**src/rtl/mips_pkg.sv**
```systemverilog
// Shared fetch-path types and constants.
// XLEN/INSTR_W widths, default reset PC, fetch queue entry layout.
package mips_pkg;

  localparam int XLEN          = 32;
  localparam int INSTR_W       = 32;
  localparam int FETCH_ENTRY_W = XLEN + INSTR_W;

  localparam logic [XLEN-1:0] RESET_PC_DEF = '0;

  typedef struct packed {
    logic [XLEN-1:0]    pc;
    logic [INSTR_W-1:0] instr;
  } fetch_entry_t;

endpackage

```
**src/rtl/sync_fifo.sv**
```systemverilog
// Synchronous FIFO, DEPTH x WIDTH, sync active-high reset and flush.
// Ports: push/wdata, pop/rdata (head), flush, empty, full, count.
module sync_fifo #(
  parameter int DEPTH = 4,
  parameter int WIDTH = 64,
  localparam int AW = $clog2(DEPTH),
  localparam int CW = AW + 1
) (
  input  logic             clk,
  input  logic             rst,
  input  logic             flush,
  input  logic             push,
  input  logic [WIDTH-1:0] wdata,
  input  logic             pop,
  output logic [WIDTH-1:0] rdata,
  output logic             empty,
  output logic             full,
  output logic [CW-1:0]    count
);

  logic [WIDTH-1:0] mem [DEPTH];
  logic [AW-1:0]    wr_ptr;
  logic [AW-1:0]    rd_ptr;
  logic             do_push;
  logic             do_pop;

  assign empty = (count == '0);
  assign full  = (count == CW'(DEPTH));

  // a full FIFO still accepts a push when the head leaves in the same cycle
  assign do_push = push && (!full || pop);
  assign do_pop  = pop && !empty;

  assign rdata = mem[rd_ptr];

  always_ff @(posedge clk) begin
    if (rst || flush) begin
      wr_ptr <= '0;
      rd_ptr <= '0;
      count  <= '0;
    end else begin
      if (do_push)
        wr_ptr <= wr_ptr + 1'b1;
      if (do_pop)
        rd_ptr <= rd_ptr + 1'b1;
      count <= count + CW'(do_push)
                     - CW'(do_pop);
    end
  end

  always_ff @(posedge clk) begin
    if (do_push && !rst && !flush)
      mem[wr_ptr] <= wdata;
  end

endmodule

```
**src/rtl/ifetch_queue.sv**
```systemverilog
// Instruction fetch front end: owns fetch PC, issues credit-limited
// req/gnt word fetches, queues {pc,instr} returns, hands them to decode.
// Ports: redirect_i/redirect_pc_i (flush + restart), imem_req_o/
// imem_addr_o/imem_gnt_i, imem_rvalid_i/imem_rdata_i (in order),
// instr_valid_o/instr_o/instr_pc_o/instr_pc4_o/instr_ready_i.
module ifetch_queue
  import mips_pkg::*;
#(
  parameter int              DEPTH    = 4,
  parameter logic [XLEN-1:0] RESET_PC = RESET_PC_DEF
) (
  input  logic               clk,
  input  logic               rst,
  input  logic               redirect_i,
  input  logic [XLEN-1:0]    redirect_pc_i,
  output logic               imem_req_o,
  output logic [XLEN-1:0]    imem_addr_o,
  input  logic               imem_gnt_i,
  input  logic               imem_rvalid_i,
  input  logic [INSTR_W-1:0] imem_rdata_i,
  output logic               instr_valid_o,
  output logic [INSTR_W-1:0] instr_o,
  output logic [XLEN-1:0]    instr_pc_o,
  output logic [XLEN-1:0]    instr_pc4_o,
  input  logic               instr_ready_i
);

  localparam int CW = $clog2(DEPTH) + 1;

  logic [CW-1:0]   count;
  logic [CW-1:0]   outstanding;
  logic [CW-1:0]   out_nxt;
  logic [CW-1:0]   drop;
  logic [CW:0]     used;
  logic [XLEN-1:0] fetch_pc;
  logic [XLEN-1:0] pc_tag;

  logic accept;
  logic resp;
  logic discard;
  logic keep;
  logic pop;
  logic empty;
  logic full;

  fetch_entry_t push_entry;
  fetch_entry_t head;

  // every issued request reserves a queue slot until it is consumed
  assign used = {1'b0, count} + {1'b0, outstanding};

  assign imem_req_o  = !rst && !redirect_i
                    && (used < (CW+1)'(DEPTH));
  assign imem_addr_o = fetch_pc;

  assign accept  = imem_req_o && imem_gnt_i;
  assign resp    = imem_rvalid_i && (outstanding != '0);
  assign discard = resp && (drop != '0);
  assign keep    = resp && (drop == '0)
                && !redirect_i;
  assign pop     = instr_valid_o && instr_ready_i
                && !redirect_i;

  assign out_nxt = outstanding + CW'(accept)
                 - CW'(resp);

  assign push_entry.pc    = pc_tag;
  assign push_entry.instr = imem_rdata_i;

  always_ff @(posedge clk) begin
    if (rst) begin
      fetch_pc    <= RESET_PC;
      pc_tag      <= RESET_PC;
      outstanding <= '0;
      drop        <= '0;
    end else begin
      outstanding <= out_nxt;
      if (redirect_i) begin
        fetch_pc <= redirect_pc_i;
        pc_tag   <= redirect_pc_i;
        // everything still in flight returns stale
        drop     <= out_nxt;
      end else begin
        if (accept)
          fetch_pc <= fetch_pc + 32'd4;
        if (keep)
          pc_tag <= pc_tag + 32'd4;
        if (discard)
          drop <= drop - 1'b1;
      end
    end
  end

  sync_fifo #(
    .DEPTH (DEPTH),
    .WIDTH (FETCH_ENTRY_W)
  ) u_fifo (
    .clk   (clk),
    .rst   (rst),
    .flush (redirect_i),
    .push  (keep),
    .wdata (push_entry),
    .pop   (pop),
    .rdata (head),
    .empty (empty),
    .full  (full),
    .count (count)
  );

  assign instr_valid_o = !empty;
  assign instr_o       = empty ? '0 : head.instr;
  assign instr_pc_o    = empty ? '0 : head.pc;
  assign instr_pc4_o   = instr_pc_o + 32'd4;

  a_rvalid_expected: assert property (
    @(posedge clk) disable iff (rst)
    imem_rvalid_i |-> outstanding != '0
  ) else $error("rvalid with no request outstanding");

  a_push_room: assert property (
    @(posedge clk) disable iff (rst)
    keep |-> (!full || pop)
  ) else $error("push into full fetch queue");

endmodule

```
**config.mk**
```make
export PLATFORM = sky130hd
export DESIGN_NAME = ifetch_queue
export DESIGN_NICKNAME = d
export VERILOG_FILES = /design/src/rtl/mips_pkg.sv /design/src/rtl/sync_fifo.sv /design/src/rtl/ifetch_queue.sv
export SDC_FILE = /design/constraint.sdc
export NUM_CORES = 1
export LEC_CHECK = 0
export CORE_MARGIN = 5
export CORE_UTILIZATION = 30
export DETAILED_ROUTE_END_ITERATION = 6
export PLACE_DENSITY_LB_ADDON = 0.05
export SETUP_SLACK_MARGIN = 0.15
export SYNTH_ARGS = -nofsm -noshare
export SYNTH_HDL_FRONTEND = slang
export SYNTH_HIERARCHICAL = 1
export SYNTH_SLANG_ARGS = --single-unit
```
**constraint.sdc**
```tcl
create_clock -name clk -period 3.9 [get_ports clk]
set_input_delay 0.975 -clock clk [delete_from_list [all_inputs] [get_ports clk]]
set_output_delay 0.975 -clock clk [all_outputs]
set_load 0.02 [all_outputs]
```
==> flow_metrics.tcl <==
set metrics [dict create \
    timing.final.ws_setup_ns 0.0273 \
    setup.worst_path.start_class "register" \
    worstPathArrival_ns 2.90 \
    share_of_cells_above_drive_strength_1_pct 21.5 \
    core.rowCount 82 \
    synthesis.area_um2 15200 \
    drv_slew 0 \
    clk_pin_slew_worst_paths_ns 0.06 \
    final.setup_skew_ns 0.0117 \
    worst_r2r_endpoint "drop[2]" \
    post_synth_edffs 256 \
    synth_xor_xnor_area_share_pct 2.37 \
    clock-sinks 335 \
    power.static_leakage_nw 6.99 \
    cts_buffers 41 \
    max-clock-path-buffers 3 \
    yosysWarnings 6 \
    critPathRequiredTime_ns 2.92 \
    initial_utilization_pct 30.3 \
    stdcell_area_um2 20200 \
    synth-seq-area-share_pct 61.1 \
    period_needed_ns 3.87 \
    grt_max_degree 83 \
    vdd.ir_drop.worst_mv 0.277 \
    die_w_um 235 \
    first_global_vias 10500 \
    grt_setup_unrepaired "yes" \
    post-layout-total-power_mw 8.75 \
    design.portCount 200 \
    synth-adder-area-share_pct 1.50 \
    avgRoutedWirePerCell_um 20.6 \
    power_per_cell_area_nw_per_um2 432 \
    cts.htree.levels 2 \
    min_to "imem_addr_o[1]" \
    synth.mux.area_fraction_pct 10.1 \
    globalRouteOverflowTotal 0 \
    synthSimpleGateAreaFrac_pct 15.4 \
    critPathCaptureType "output pin" \
    reg2regPathDepth 12 \
    main_flop_type_after_synthesis "sky130_fd_sc_hd__edfxtp_1" \
    max_freq_mhz 258 \
    min_from "imem_addr_o[1]" \
    vias 10200 \
    timing.hold.worst_path_depth 2 \
    clkLatencyLatePin_ns 0.55 \
    place_area_um2 18400 \
    ys_async_sr_fraction_pct 0 \
    run_status "finished, final reports clean" \
    remaining_drc_errors 0 \
    slew_headroom_pct 37.9 \
    die_area_um2 55200 \
    route.final.wire_length_mm 42.5 \
    diodes 0 \
    area.growth.synth_to_final_pct 33.3 \
    setup.worst_path.class "reg2out" \
    clock_tree_from_tritoncts "yes" \
    hold_ws_ns 0.455 \
    ff_to_ff_start "u_fifo/count[2]" \
    drt-vias-per-instance 4.93 \
    postRouteAntennaNets 0 \
    gpl.final_weighted_congestion 0.781 \
    synth_compound_gate_area_share_pct 6.42 \
    synth_top_family_by_area "simple AND/OR/NAND/NOR gates" \
    drtPass1Iterations 5 \
    timing.final.hold_violations 0 \
    min_period_over_period_pct 99.3 \
    die_y_um 235 \
    clk_root_buffer_cell "sky130_fd_sc_hd__clkbuf_16" \
    hold_path.class "reg2reg" \
    drtIter0Drc 529 \
    core_region_area_um2 50100 \
    tightestPinTransition_ns 0.932 \
    place_ws_ns -0.0193 \
    ys_ff_latch 335 \
    synth_cell_type_count 71 \
    antenna_violations_before_repair 0 \
    syn_avg_cell_area_um2 14.1 \
    syn_inst 1079 \
    final_nets 1443 \
    buffer_ports.inserted 199 \
    ff2ff_setup_slack_ns 1.07 \
    grt_pass1_wl_mm 64.9 \
    critical_path.max_fanout 8 \
    track_usage_pct 14.9 \
    dp_hpwl_mm 28.7 \
    maxCapViolCount 0 \
    syn_nets 1166 \
    setup-violations-final 0 \
]
-- report_power, final --
part	internal (mW)	switching (mW)
Combinational	0.398	0.465
Sequential	3.93	0.125
Clock	2.36	1.47
-- worst max-delay path by stage --
stage          cells past startpoint            start  slack (ns)              end
6_report                           9         register        0.03  instr_pc4_o[29]
5_1_grt                           10         register       -0.08  instr_pc4_o[31]
4_1_cts                            9         register       -0.04  instr_pc4_o[29]
3_5_place_dp                       9         register       -0.02  instr_pc4_o[31]
3_3_place_gp                      10         register       -0.06  instr_pc4_o[31]
2_1_floorplan                     11  u_fifo/count[1]        0.05  instr_pc4_o[26]
-- cell type report --
cell class	count	area [um2]
Clock buffer	53	1120
Clock inverter	23	233
Fill cell	4809	29800
Inverter	26	97.6
Multi-Input combinational cell	657	5690
Sequential cell	335	9270
Tap cell	672	841
Timing Repair Buffer	295	2960
-- cell usage after synthesis (8+ instances only) --
cell type	count	area share, %
sky130_fd_sc_hd__xor2_1	25	1.4
sky130_fd_sc_hd__nand3_1	25	0.82
sky130_fd_sc_hd__o31a_1	8	0.46
sky130_fd_sc_hd__nand4_1	33	1.4
sky130_fd_sc_hd__and4_1	19	1.1
sky130_fd_sc_hd__a21boi_0	10	0.49
sky130_fd_sc_hd__nor2b_1	65	2.7
sky130_fd_sc_hd__a21oi_1	10	0.33
sky130_fd_sc_hd__and2_1	13	0.54
sky130_fd_sc_hd__a211oi_1	23	1.1
sky130_fd_sc_hd__nor4_1	26	1.1
sky130_fd_sc_hd__nor2_1	44	1.1
sky130_fd_sc_hd__nor3_1	38	1.3
sky130_fd_sc_hd__dfxtp_1	79	10
sky130_fd_sc_hd__mux4_2	60	8.9
sky130_fd_sc_hd__edfxtp_1	256	51
sky130_fd_sc_hd__inv_1	25	0.62
sky130_fd_sc_hd__o31ai_1	12	0.59
sky130_fd_sc_hd__xnor2_1	16	0.92
sky130_fd_sc_hd__o21a_1	21	1.0
sky130_fd_sc_hd__clkbuf_1	32	0.79
sky130_fd_sc_hd__o21ai_0	16	0.53
sky130_fd_sc_hd__ha_1	15	1.2
sky130_fd_sc_hd__and3_1	28	1.2
sky130_fd_sc_hd__nand2_1	58	1.4
sky130_fd_sc_hd__buf_2	9	0.30
-- worst max-delay path, cell delays in order, from the launching register on --
cell and delay, ns:
sky130_fd_sc_hd__dfxtp_4 0.37, sky130_fd_sc_hd__buf_12 0.15, sky130_fd_sc_hd__mux4_2 0.35, sky130_fd_sc_hd__nand4b_1 0.17, sky130_fd_sc_hd__or3_4 0.42, sky130_fd_sc_hd__buf_12 0.16, sky130_fd_sc_hd__nor4_4 0.27, sky130_fd_sc_hd__buf_4 0.16
sky130_fd_sc_hd__xor2_2 0.17, sky130_fd_sc_hd__buf_6 0.14
-- per-stage QoR --
stage               instances  util, %  setup TNS (ns)
floorplan                1079        -               0
global placement         1963     36.8         -0.0590
detailed placement       1963     36.8         -0.0193
CTS                      2046     39.8         -0.0840
global route             2061     40.4          -0.236
finish                   2061     40.4               0
-- cells in the final DEF, fill, tap and decap left out, types with 22 or more instances in the layout --
cell                              count
sky130_fd_sc_hd__nor2_1              41
sky130_fd_sc_hd__clkbuf_16           46
sky130_fd_sc_hd__nor3_1              31
sky130_fd_sc_hd__nand2_1             55
sky130_fd_sc_hd__nand3_1             22
sky130_fd_sc_hd__xor2_1              22
sky130_fd_sc_hd__clkdlybuf4s50_1    158
sky130_fd_sc_hd__edfxtp_1           256
sky130_fd_sc_hd__buf_4               84
sky130_fd_sc_hd__dfxtp_1             77
sky130_fd_sc_hd__nand4_1             33
sky130_fd_sc_hd__mux4_2              60
sky130_fd_sc_hd__nor2b_1             61
sky130_fd_sc_hd__inv_1               23
sky130_fd_sc_hd__a211oi_1            23
-- what timing repair did --
action                     CTS  global route
hold buffers                 0             0
pin swaps                   11            14
setup buffers                7            12
setup endpoints to repair   74            38
resized for setup          162            39
cloned                       0             3
-- flip-flops by register name (all words and copies together) (netlist names), named ones only --
register,flops
drop,3
imem_addr_o,32
outstanding,3
pc_tag,32
u_fifo/count,3
u_fifo/mem,256
u_fifo/rd_ptr,2
u_fifo/wr_ptr,2
-- routing by layer --
| layer | global-route usage, % | share of wire (%) |
|---|---|---|
| met1 | 20.1 | 46 |
| met2 | 24.6 | 48 |
| met3 | 2.92 | 4.1 |
| met4 | 4.48 | 2.3 |
| met5 | 0 | 0 |
-- cell families (layout without fill, tap and decap cells) --
family                   Yosys count  count (layout)
AND/OR/NAND/NOR                  396             396
flip-flops                       335             335
AO/OA/AOI/OAI                    131             131
buffers and inverters             87             397
multiplexers                      72              72
XOR/XNOR                          41              41
adder cells (fa/ha/maj)           17              17
Note: power is estimated with default switching activity, not from simulation.
